File: config.mk
export PLATFORM = sky130hd
export DESIGN_NAME = sa_input_skewer
export DESIGN_NICKNAME = d
export VERILOG_FILES = /design/src/rtl/sa_input_skewer.sv
export SDC_FILE = /design/constraint.sdc
export NUM_CORES = 1
export LEC_CHECK = 0
export CORE_MARGIN = 4
export CORE_UTILIZATION = 30
export DETAILED_ROUTE_END_ITERATION = 6
export GPL_TIMING_DRIVEN = 0
export HOLD_SLACK_MARGIN = 0.02
export PLACE_DENSITY = 0.56
export SYNTH_ARGS = -nofsm -noshare
export SYNTH_HDL_FRONTEND = slang
export SYNTH_SLANG_ARGS = --single-unit
File: constraint.sdc
create_clock -name clk -period 2.91 [get_ports clk]
set_input_delay 0.291 -clock clk [delete_from_list [all_inputs] [get_ports clk]]
set_output_delay 0.291 -clock clk [all_outputs]
set_load 0.1 [all_outputs]
File: src/rtl/sa_input_skewer.sv
`default_nettype none
// ============================================================================
// Module   : sa_input_skewer
// Purpose  : Diagonal input skew feeder for the systolic array (row r delayed
//            r cycles). Optional bubble counter: SA_SKEW_BUBBLE_CNT_EN.
// Revision : 1.0
// ============================================================================
module sa_input_skewer #(
    parameter int SA_SIZE         = 8,
    parameter int ACTIVATION_SIZE = 8
) (
    input  logic                                 clk,
    input  logic                                 resetn,
    input  logic                                 in_valid,
    output logic                                 in_ready,
    input  logic [SA_SIZE*ACTIVATION_SIZE-1:0]   in_data,
    input  logic                                 in_last,
    output logic [SA_SIZE*ACTIVATION_SIZE-1:0]   sa_inputs,
    output logic                                 busy,
`ifdef SA_SKEW_BUBBLE_CNT_EN
    output logic [15:0]                          bubble_cnt,
`endif
    output logic                                 tile_done
);

    localparam int CNT_W = $clog2(SA_SIZE);
    localparam logic [CNT_W-1:0] DRAIN_LOAD = CNT_W'(SA_SIZE - 2);

    typedef enum logic [1:0] {
        IDLE   = 2'd0,
        STREAM = 2'd1,
        DRAIN  = 2'd2
    } state_t;

    state_t           state;
    state_t           next_state;
    logic [CNT_W-1:0] drain_cnt;
    logic             tile_end;
    logic             accept;

    assign in_ready = resetn && (state != DRAIN);
    assign accept   = in_valid && in_ready;
    assign busy     = (state != IDLE);

    always_ff @(posedge clk) begin
        if (!resetn) begin
            state <= IDLE;
        end else begin
            state <= next_state;
        end
    end

    always_comb begin
        next_state = state;
        tile_end   = 1'b0;
        case (state)
            IDLE: begin
                if (accept) begin
                    next_state = in_last ? DRAIN : STREAM;
                end
            end
            STREAM: begin
                if (accept && in_last) begin
                    next_state = DRAIN;
                end
            end
            DRAIN: begin
                if (drain_cnt == '0) begin
                    next_state = IDLE;
                    tile_end   = 1'b1;
                end
            end
            default: next_state = IDLE;
        endcase
    end

    // Loaded on DRAIN entry so the exit edge lines up with the last beat
    // reaching the final stage of the longest row.
    always_ff @(posedge clk) begin
        if (!resetn) begin
            drain_cnt <= '0;
        end else if ((state != DRAIN) && (next_state == DRAIN)) begin
            drain_cnt <= DRAIN_LOAD;
        end else if ((state == DRAIN) && (drain_cnt != '0)) begin
            drain_cnt <= drain_cnt - CNT_W'(1);
        end
    end

    always_ff @(posedge clk) begin
        if (!resetn) begin
            tile_done <= 1'b0;
        end else begin
            tile_done <= tile_end;
        end
    end

    for (genvar r = 0; r < SA_SIZE; r++) begin : g_row
        logic [ACTIVATION_SIZE-1:0] stg [0:r];

        always_ff @(posedge clk) begin
            if (!resetn) begin
                for (int s = 0; s <= r; s++) begin
                    stg[s] <= '0;
                end
            end else begin
                stg[0] <= accept ? in_data[r*ACTIVATION_SIZE +: ACTIVATION_SIZE]
                                 : '0;
                for (int s = 1; s <= r; s++) begin
                    stg[s] <= stg[s-1];
                end
            end
        end

        assign sa_inputs[r*ACTIVATION_SIZE +: ACTIVATION_SIZE] = stg[r];
    end

`ifdef SA_SKEW_BUBBLE_CNT_EN
    always_ff @(posedge clk) begin
        if (!resetn) begin
            bubble_cnt <= 16'h0000;
        end else if ((state == IDLE) && accept) begin
            bubble_cnt <= 16'h0000;
        end else if ((state == STREAM) && !accept && (bubble_cnt != 16'hFFFF)) begin
            bubble_cnt <= bubble_cnt + 16'h0001;
        end
    end
`endif

endmodule
`default_nettype wire
### Yosys cells after proc, flatten, opt, wreduce, memory -nomap -nowiden

Memories as Yosys holds them, arrays and structs flattened.
Cells that the tools add are included.

* equality and inequality tests: 4
* add/sub/neg operators: 1
* mux-type cells: 55
* bitwise logic cells: 36
* reduce and logical (&&, ||, !) cells: 13

Operator list (count)
* $mux W8: 44
* $or A1 B1 Y1: 35
* $mux W2: 4
* $reduce_or A8 Y1: 1
* $mux W3: 2
* $pmux W2 S3: 1
* $logic_and A1 B1 Y1: 5
* $eq A2 B2 Y1 const B: 2
* $mux W1: 4
* $reduce_bool A2 Y1: 2
* $logic_not A3 Y1: 1
* $reduce_bool A3 Y1: 1
* $sub A3 B1 Y3 const B: 1
* $eq A2 B1 Y1 const B: 1
* $logic_not A2 Y1: 1
* $ne A2 B2 Y1 const B: 1
* $reduce_and A2 Y1: 1
* $reduce_or A2 Y1: 1
* $not A1 Y1: 1

* memories kept: 8
* register bits after elaboration: 6
* RAM bits: 288
* output and inout port bits: 67
* word-level logic and storage cells: 121
* bits of input ports: 68

Memory list
* g_row[7].stg: words 8, bits a word 8, rd ports 8, clocked after memory_dff 0, wr ports 8, line 98 `logic [ACTIVATION_SIZE-1:0] stg [0:r];`
* g_row[6].stg: words 7, bits a word 8, rd ports 7, clocked after memory_dff 0, wr ports 7, line 98
* g_row[5].stg: words 6, bits a word 8, rd ports 6, clocked after memory_dff 0, wr ports 6, line 98
* g_row[4].stg: words 5, bits a word 8, rd ports 5, clocked after memory_dff 0, wr ports 5, line 98
* g_row[3].stg: words 4, bits a word 8, rd ports 4, clocked after memory_dff 0, wr ports 4, line 98
* g_row[2].stg: words 3, bits a word 8, rd ports 3, clocked after memory_dff 0, wr ports 3, line 98
* 2 more memories

### Depth between registers and ports, before layout

Gate-level depths: netlist of run 1.

* depth in word-level cells: 9
* depth in mapped cells: 6
* gate-level depth less buffers: 5

### Least setup slack after synthesis of run 1

OpenSTA, ideal clock, no wires.

* kind: input-to-output
* from: input port resetn
* to: output port in_ready
* setup slack: 1.469 ns
* stages on the path: 3
* data required time: 2.619 ns
* arrival time: 1.150 ns
* path through: buf_2 > clkbuf_1 > and2_2

* word-level cells in the longest chain between the ends: 1

RTL lines
* from (decl): line 13 `input logic resetn,`
* $logic_and A1 B1 Y1: line 41 `assign in_ready = resetn && (state != DRAIN);`
* to (decl): line 15 `output logic in_ready,`

No other way between the ends.

### Worst setup path in the final report of run 1

Ends and elaborated chain as after synthesis.

==> flow_metrics.py, run 1 <==
metrics = {
    "worst_setup_path": {
        "rr_worst_depth": 6,
        "cp_slowest_cell": "clkdlybuf4s50_1",
        "crit_type": "input pin to output port",
        "cp.arrival_ns": 2.33,
        "required_ns": 2.62,
        "cp_cell_sequence": "clkdlybuf4s50_1 > buf_2 > clkbuf_1 > and2_2 > clkdlybuf4s15_2",
        "crit_path_start_kind": "input pin",
        "timing.rr.end": "g_row[6].stg[0][0]",
        "end_kind": "output port",
        "crit_buf_inv": 4,
        "cp_max_fo": 10,
        "r2r_start": "state[0]",
        "critical_path.max_stage_delay_ns": 0.59,
        "crit_family": "buffers and inverters",
        "r2r_setup_slack_ns": 1.51,
    },
    "clock_tree": {
        "clock-sinks": 294,
        "root_buffer": "clkbuf_16",
        "postCtsSetupBuffers": 0,
        "htreeDepth": 1,
        "insertion_delay_ns": 0.53,
        "clock_path_buffers": 3,
        "path_clk_slew_ns": 0.06,
        "cts_inserted_buffers": 30,
        "cts_tree": "yes",
    },
    "drt": {
        "wire_per_inst_um": 11.28,
        "postRouteAntennaNets": 0,
        "viasPerCell": 3.615,
        "remaining_drc_errors": 0,
        "dr_total_vias": 4465,
        "drt_iter0_drc": 137,
        "drt-total-wl_mm": 13.94,
        "firstDrtPassIters": 4,
    },
    "logic_synthesis": {
        "synthMuxAreaShare": 0,
        "synth_nets": 744,
        "synth-simple-area-share": 0.2279,
        "avgSynthCellArea_um2": 12.30,
        "yosys.area_share.adder": 0.003018,
        "ys_top_cells_by_area": "dfxtp_1 71%, and2_1 22%, buf_4 2.9%",
        "synth_top_family_by_area": "simple AND/OR/NAND/NOR gates",
        "synth_area_mm2": 0.008290,
        "ys_types": 24,
        "synthXorXnorAreaFrac": 0,
        "yosys.area.top_type": "dfxtp_1",
        "yosysWarnings": 0,
        "yosysSeqAreaShare": 0.7099,
        "yosys.area.top_type_share": 0.7099,
        "synthCells": 674,
        "synth-compound-area-share": 0.006037,
        "synth_seq_cells": 294,
    },
    "cells_and_area": {
        "nets": 910,
        "utilization": 0.4120,
        "final_cell_mix": "294 x dfxtp_1, 289 x and2_1, 133 x clkdlybuf4s50_1",
        "area_growth_pct": 34.68,
        "layout_commonest_cell": "dfxtp_1",
        "finalInstanceArea_mm2": 0.01117,
        "layout-drive-gt1-share": 0.1054,
        "diodes": 0,
    },
    "timing": {
        "min_period_ns": 2.616,
        "fin_crit_sh": 0.8991,
        "max_slew_margin": 0.3007,
        "hold_viol_final": 0,
        "rsz0062_at_grt": "no",
        "fin_setup_tns_ns": 0,
        "max_freq_mhz": 382.2,
        "setup_viol": 0,
        "drv_slew": 0,
        "finalClockSkew_ns": 0.008045,
        "tightestPinTransition_ns": 1.046,
    },
    "floorplanning": {
        "die_w_um": 174.2,
        "dieArea_mm2": 0.03036,
        "initial_core_util": 0.3059,
        "pin_count": 135,
        "core-area_mm2": 0.02710,
        "std_cell_rows": 60,
        "fp.dieH_um": 174.2,
    },
    "global_routing": {
        "use_met3": 0.04415,
        "grt_pass1_vias": 4225,
        "grt_pass1_wl_mm": 22.14,
        "grt_max_degree": 15,
        "use_met2": 0.1458,
        "grt-ovfl-total": 0,
        "gr-usage-met1": 0.1064,
        "antenna_found_initial": 4,
        "gr-usage-all-layers": 0.09095,
        "gr-max-usage-layer": "met2",
    },
    "power": {
        "power.total_mw": 8.548,
        "power.density_mw_per_mm2": 765.5,
        "ir_drop_v": 0.0004114,
        "p_leak_nw": 4.562,
    },
    "place": {
        "gp_congestion": 0.6624,
        "dpl_cell_area_mm2": 0.01010,
        "port-buffer-count": 134,
        "dp_hpwl_mm": 9.489,
    },
    "hold_path": {
        "min_from": "in_data[4]",
        "hold_path.class": "input pin to flip-flop",
        "holdPathStages": 2,
        "worstHoldEndpoint": "g_row[0].stg[0][4]",
    },
    "status": {
        "status": "complete, no violations",
    },
    "job": {
        "drv_cap": 0,
    },
}
## cell families after synthesis
logic type,after synthesis
AND/OR/NAND/NOR,301
adder cells (fa/ha/maj),2
buffers and inverters,69
AO/OA/AOI/OAI,8
flip-flops,294
## sequential cells by signal, summed over array words and instances, names as in the netlist
name / flops
state: 2
g_row.stg: 288
drain_cnt: 3
tile_done: 1
## worst register-to-register path: cells and delay by family (launching register included)
family | cells | cell delay [ns]
buffers and inverters | 3 | 0.44
flip-flops | 1 | 0.31
AND/OR/NAND/NOR | 3 | 0.52
## per-stage QoR
step / setup slack [ns] / hold slack, ns / std cells
after floorplan: 1.469 / 0.4044 / 674
after global placement: -0.3930 / 0.4131 / 1180
after detailed placement: -0.3988 / 0.4169 / 1180
after CTS: 0.1719 / 0.2786 / 1235
after global routing: 0.1011 / 0.2862 / 1235
final: 0.2936 / 0.3135 / 1235
## repair_timing
item | 4_1_cts | 5_1_grt
resized for setup | 3 | 0
hold buffers | 0 | 0
setup endpoints to repair | 1 | 0
## power by group
group | total [mW] | internal, mW | switching [mW] | leakage, nW
registers | 4.13 | 4.11 | 0.0177 | 2.38
logic | 0.403 | 0.179 | 0.224 | 1.66
clock network | 4.02 | 2.54 | 1.47 | 0.515
total | 8.55 | 6.83 | 1.72 | 4.56
## final cells by class
type	instances	area, µm²
fill	2576	15940
sequential	294	5886
multi-input combinational	311	1964
timing repair buffer	134	1343
clock buffer	46	892.1
tap	372	465.4
buffer	65	425.4
clock inverter	9	175.2
inverter	4	15.01
## worst max-delay path by stage
stage	from	endpoint	slack, ns	cells past startpoint
after floorplan	resetn	in_ready	1.47	3
after global placement	resetn	in_ready	-0.39	5
after detailed placement	resetn	in_ready	-0.40	5
after CTS	resetn	in_ready	0.17	5
after global routing	resetn	in_ready	0.10	5
final	resetn	in_ready	0.29	5
## cells in the mapped netlist
cell	n
or4_1	2
o21ai_0	3
nand2_1	1
and2_2	1
inv_1	4
o211ai_1	2
nand2b_1	1
and3_4	1
nor2_1	1
ha_1	2
buf_4	32
a21oi_1	1
a31oi_1	1
nor2b_1	1
nand3b_1	1
dfxtp_1	294
a2111oi_0	1
buf_2	1
nor3b_1	1
or2_2	1
clkbuf_1	24
and2_1	289
buf_6	8
or3_1	1
## routing by layer
layer / vias up / wire length [µm]
li1: 2346 / -
met1: 1949 / 5924
met2: 137 / 6110
met3: 29 / 1564
met4: 4 / 321
met5: - / 14
Note: power is estimated with default switching activity, not from simulation.
==> run 2: changes to the inputs <==
--- a/config.mk
+++ b/config.mk
@@ -5,12 +5,15 @@
 export SDC_FILE = /design/constraint.sdc
 export NUM_CORES = 1
 export LEC_CHECK = 0
+export CELL_PAD_IN_SITES_DETAIL_PLACEMENT = 0
+export CELL_PAD_IN_SITES_GLOBAL_PLACEMENT = 1
 export CORE_MARGIN = 4
 export CORE_UTILIZATION = 30
 export DETAILED_ROUTE_END_ITERATION = 6
 export GPL_TIMING_DRIVEN = 0
 export HOLD_SLACK_MARGIN = 0.02
-export PLACE_DENSITY = 0.56
+export PLACE_DENSITY = 0.65
+export RECOVER_POWER = 25
 export SYNTH_ARGS = -nofsm -noshare
 export SYNTH_HDL_FRONTEND = slang
 export SYNTH_SLANG_ARGS = --single-unit
==> flow_metrics.py, run 2 (same netlist as run 1, synthesis figures left out) <==
metrics = {
    "cells_and_area": {
        "diodes": 0,
        "reg_top3": "g_row.stg: 288 flops, drain_cnt: 3 flops, state: 2 flops",
        "nets": 910,
        "largest-register": "g_row.stg",
        "layout_commonest_cell": "dfxtp_1",
        "area_growth_pct": 34.41,
        "final_cell_mix": "294 x dfxtp_1, 263 x and2_1, 133 x clkdlybuf4s50_1",
        "layout-drive-gt1-share": 0.1020,
        "largest_reg_flops": 288,
    },
    "hold_path": {
        "hold_path.class": "input pin to flip-flop",
        "min_from": "in_data[35]",
    },
    "drt": {
        "viasPerCell": 3.581,
        "wire_per_inst_um": 11.33,
        "postRouteAntennaNets": 0,
        "drt_iter0_drc": 120,
        "drt-total-wl_mm": 14.00,
        "remaining_drc_errors": 0,
        "dr_total_vias": 4423,
        "firstDrtPassIters": 4,
    },
    "place": {
        "gp_congestion": 0.6951,
        "dp_hpwl_mm": 9.480,
        "port-buffer-count": 134,
    },
    "timing": {
        "rsz0062_at_grt": "no",
        "hold_viol_final": 0,
        "finalClockSkew_ns": 0.008203,
        "hold_ws_ns": 0.3118,
        "max_freq_mhz": 379.0,
        "min_period_ns": 2.639,
        "max_slew_margin": 0.3041,
        "drv_slew": 0,
        "tightestPinTransition_ns": 1.041,
        "fin_crit_sh": 0.9068,
        "setup_viol": 0,
    },
    "floorplanning": {
        "initial_core_util": 0.3059,
        "core-area_mm2": 0.02710,
        "dieArea_mm2": 0.03036,
        "pin_count": 135,
        "die_w_um": 174.2,
        "std_cell_rows": 60,
        "fp.dieH_um": 174.2,
    },
    "power": {
        "p_clk_frac": 0.476,
        "power.density_mw_per_mm2": 774.7,
        "pwr-share-seq": 0.478,
        "switching_power_mw": 1.730,
        "power.total_mw": 8.632,
        "p_leak_nw": 4.533,
        "p_sw_frac": 0.2004,
        "comb_power_share": 0.045,
        "p_int_mw": 6.902,
        "ir_drop_v": 0.0003579,
    },
    "worst_setup_path": {
        "cp_max_fo": 10,
        "crit_buf_inv": 4,
        "critical_path.max_stage_delay_ns": 0.60,
        "end_kind": "output port",
        "crit_start": "resetn",
        "crit_family": "buffers and inverters",
        "crit_type": "input pin to output port",
        "cp_cell_sequence": "clkdlybuf4s50_1 > buf_2 > clkbuf_1 > and2_2 > clkdlybuf4s15_2",
        "required_ns": 2.62,
        "cp_slowest_cell": "clkdlybuf4s50_1",
        "crit_path_start_kind": "input pin",
        "r2r_start": "state[0]",
        "cp.arrival_ns": 2.35,
    },
    "global_routing": {
        "grt_pass1_vias": 4268,
        "grt-ovfl-total": 0,
        "gr-usage-all-layers": 0.09141,
        "antenna_found_initial": 3,
        "grt_pass1_wl_mm": 22.25,
        "grt_max_degree": 16,
    },
    "status": {
        "status": "complete, no violations",
    },
    "clock_tree": {
        "cts_hold_buffers": 0,
        "insertion_delay_ns": 0.54,
        "cts_tree": "yes",
        "clock-sinks": 294,
        "postCtsSetupBuffers": 0,
        "cts_resized": 3,
        "cts_inserted_buffers": 30,
        "htreeDepth": 1,
        "root_buffer": "clkbuf_16",
        "path_clk_slew_ns": 0.06,
        "clock_path_buffers": 3,
    },
    "job": {
        "drv_cap": 0,
    },
}
-- run 2: changes by cell type in the layout (fill, tap and decap cells not counted), sizes merged --
cell / before / now
clkinv: 2 / 6
clkinvlp: 2 / 0
clkbuf: 70 / 74
bufinv: 5 / 6
buf: 41 / 34
-- run 2: layout make-up --
type | instances | area (µm²)
fillers | 2609 | 15960
flip-flops and latches | 294 | 5886
multi-input cells | 311 | 1961
repair buffers | 134 | 1343
clock buffers | 43 | 879.6
well taps | 372 | 465.4
plain buffers | 65 | 372.9
clock inverters | 12 | 221.5
inverters | 4 | 15.01
-- run 2: stage by stage --
| stage | cells | util | cell area [µm²] | setup WS (ns) | TNS, ns |
|---|---|---|---|---|---|
| finish | 1235 | 0.4112 | 11140 | 0.2713 | 0 |
| global route | 1235 | 0.4112 | 11140 | 0.1245 | 0 |
| CTS | 1235 | 0.4133 | 11200 | 0.1860 | 0 |
| detailed placement | 1180 | 0.3726 | 10100 | -0.3872 | -0.3872 |
| global placement | 1180 | 0.3726 | 10100 | -0.3756 | -0.3756 |
| floorplan | 674 | - | 8290 | 1.469 | 0 |
-- run 2: power groups by stage --
stage | combinational (mW) | clock (mW) | sequential, mW
after floorplan | 0.191 | 0 | 4.26
final | 0.391 | 4.11 | 4.13
after global routing | 0.427 | 4.44 | 4.13
after CTS | 0.415 | 4.26 | 4.13
after detailed placement | 0.414 | 0 | 4.22
after global placement | 0.412 | 0 | 4.22
-- run 2: worst paths after layout --
check                        end  slack, ns  cells after the start
min reg2reg  g_row[7].stg[0][28]       0.42                      1
max reg2reg   g_row[6].stg[0][0]       0.77                      6
min           g_row[4].stg[0][3]       0.31                      2
max                     in_ready       0.27                      5
-- run 2: per-layer routing --
metal / vias to the layer above / GRT usage / wire length (µm)
met5: - / 0 / 22
li1: 2342 / - / -
met2: 122 / 0.1461 / 6110
met3: 36 / 0.04654 / 1585
met1: 1919 / 0.1059 / 5862
met4: 4 / 0.03200 / 416
==> run 3: changes to the inputs <==
==> constraint.sdc (replaced) <==
create_clock -name clk -period 2.91 [get_ports clk]
set_input_delay 0.291 -clock clk [delete_from_list [all_inputs] [get_ports clk]]
set_output_delay 0.291 -clock clk [all_outputs]
set_load 0.01 [all_outputs]
==> flow_metrics.py, run 3 (same netlist as run 1, synthesis figures left out) <==
metrics = {
    "timing": {
        "max_slew_margin": 0.5520,
        "fin_setup_tns_ns": 0,
        "hold_viol_final": 0,
        "drv_slew": 0,
        "rsz0062_at_grt": "no",
        "setup_viol": 0,
        "max_freq_mhz": 382.3,
        "min_period_ns": 2.616,
        "tightestPinTransition_ns": 0.6720,
        "fin_crit_sh": 0.8989,
        "finalClockSkew_ns": 0.008203,
        "hold_ws_ns": 0.3118,
    },
    "clock_tree": {
        "path_clk_slew_ns": 0.06,
        "clock-sinks": 294,
        "cts_inserted_buffers": 30,
        "clock_path_buffers": 3,
        "htreeDepth": 1,
        "cts_hold_buffers": 0,
        "postCtsSetupBuffers": 0,
        "cts_resized": 0,
        "insertion_delay_ns": 0.54,
        "cts_tree": "yes",
        "root_buffer": "clkbuf_16",
    },
    "place": {
        "dpl_cell_area_mm2": 0.01010,
        "port-buffer-count": 134,
        "dp_hpwl_mm": 9.480,
        "gp_congestion": 0.6951,
        "numPlacedInstances": 1180,
    },
    "drt": {
        "dr_total_vias": 4423,
        "remaining_drc_errors": 0,
        "drt-total-wl_mm": 14.00,
        "wire_per_inst_um": 11.33,
        "postRouteAntennaNets": 0,
        "viasPerCell": 3.581,
        "drt_iter0_drc": 120,
        "firstDrtPassIters": 4,
    },
    "power": {
        "power.density_mw_per_mm2": 765.6,
        "power.total_mw": 8.530,
        "ir_drop_v": 0.0003572,
        "p_leak_nw": 4.532,
    },
    "global_routing": {
        "grt_pass1_vias": 4268,
        "grt_max_degree": 16,
        "use_met2": 0.1461,
        "grt_pass1_wl_mm": 22.25,
        "grt-ovfl-total": 0,
        "use_met3": 0.04654,
        "gr-usage-all-layers": 0.09141,
        "gr-max-usage-layer": "met2",
        "antenna_found_initial": 3,
        "gr-usage-met1": 0.1059,
    },
    "cells_and_area": {
        "nets": 910,
        "num-fill-cells": 2610,
        "layoutNonFillerInstCount": 1235,
        "layout_commonest_cell": "dfxtp_1",
        "reg_top3": "g_row.stg: 288 flops, drain_cnt: 3 flops, state: 2 flops",
        "largest_reg_flops": 288,
        "largest-register": "g_row.stg",
        "diodes": 0,
        "layout-drive-gt1-share": 0.1008,
        "final_cell_mix": "294 x dfxtp_1, 263 x and2_1, 134 x clkdlybuf4s50_1",
        "multiInputGateArea_mm2": 0.001961,
        "area_growth_pct": 34.39,
        "finalInstanceArea_mm2": 0.01114,
        "ff_latch_area_mm2": 0.005886,
    },
    "floorplanning": {
        "std_cell_rows": 60,
        "pin_count": 135,
        "fp.dieH_um": 174.2,
        "core-area_mm2": 0.02710,
        "initial_core_util": 0.3059,
        "dieArea_mm2": 0.03036,
        "die_w_um": 174.2,
    },
    "job": {
        "drv_cap": 0,
    },
    "status": {
        "status": "complete, no violations",
    },
    "hold_path": {
        "hold_path.class": "input pin to flip-flop",
    },
    "worst_setup_path": {
        "end_kind": "output port",
        "crit_path_start_kind": "input pin",
        "crit_buf_inv": 4,
        "crit_family": "buffers and inverters",
        "required_ns": 2.62,
        "cp_slowest_cell": "clkdlybuf4s50_1",
        "cp_max_fo": 10,
        "cp_cell_sequence": "clkdlybuf4s50_1 > buf_2 > clkbuf_1 > and2_2 > clkdlybuf4s50_1",
        "cp.arrival_ns": 2.32,
        "crit_type": "input pin to output port",
        "critical_path.max_stage_delay_ns": 0.60,
        "crit_top_cell": "clkdlybuf4s50_1",
    },
}
==> run 3: worst paths after layout <==
path / endpoint / slack [ns] / cells after the start / from
worst max-delay path: in_ready / 0.29 / 5 / resetn
worst max register to register: g_row[6].stg[0][0] / 0.77 / 6 / state[0]
worst min-delay path: g_row[4].stg[0][3] / 0.31 / 2 / in_data[35]
worst min register to register: g_row[7].stg[0][28] / 0.42 / 1 / g_row[7].stg[0][20]
==> run 3: area by class of cell <==
cell class,instances,share of cell area
repair buffers,134,0.1204
well taps,372,0.04177
plain buffers,65,0.03346
clock inverters,12,0.01988
flip-flops and latches,294,0.5282
multi-input cells,311,0.1760
inverters,4,0.001348
clock buffers,43,0.07894
==> run 3: stage by stage <==
stage                     utilization  setup slack (ns)
final                          0.4111            0.2943
after global routing           0.4111            0.1455
after CTS                      0.4132            0.2067
after detailed placement       0.3726            0.2112
after global placement         0.3726            0.2229
after floorplan                     -             1.636
==> run 3: per-layer routing <==
metal  up-vias  routed length [µm]  share of wire
met4         4                 416          0.030
met5         -                  22         0.0016
met1      1919                5862           0.42
li1       2342                   -              -
met3        36                1585           0.11
met2       122                6110           0.44
==> run 3: power breakdown <==
part | switching, mW | leakage (nW) | internal (mW)
clock | 1.49 | 0.544 | 2.62
combinational | 0.119 | 1.60 | 0.169
sequential | 0.0176 | 2.38 | 4.11
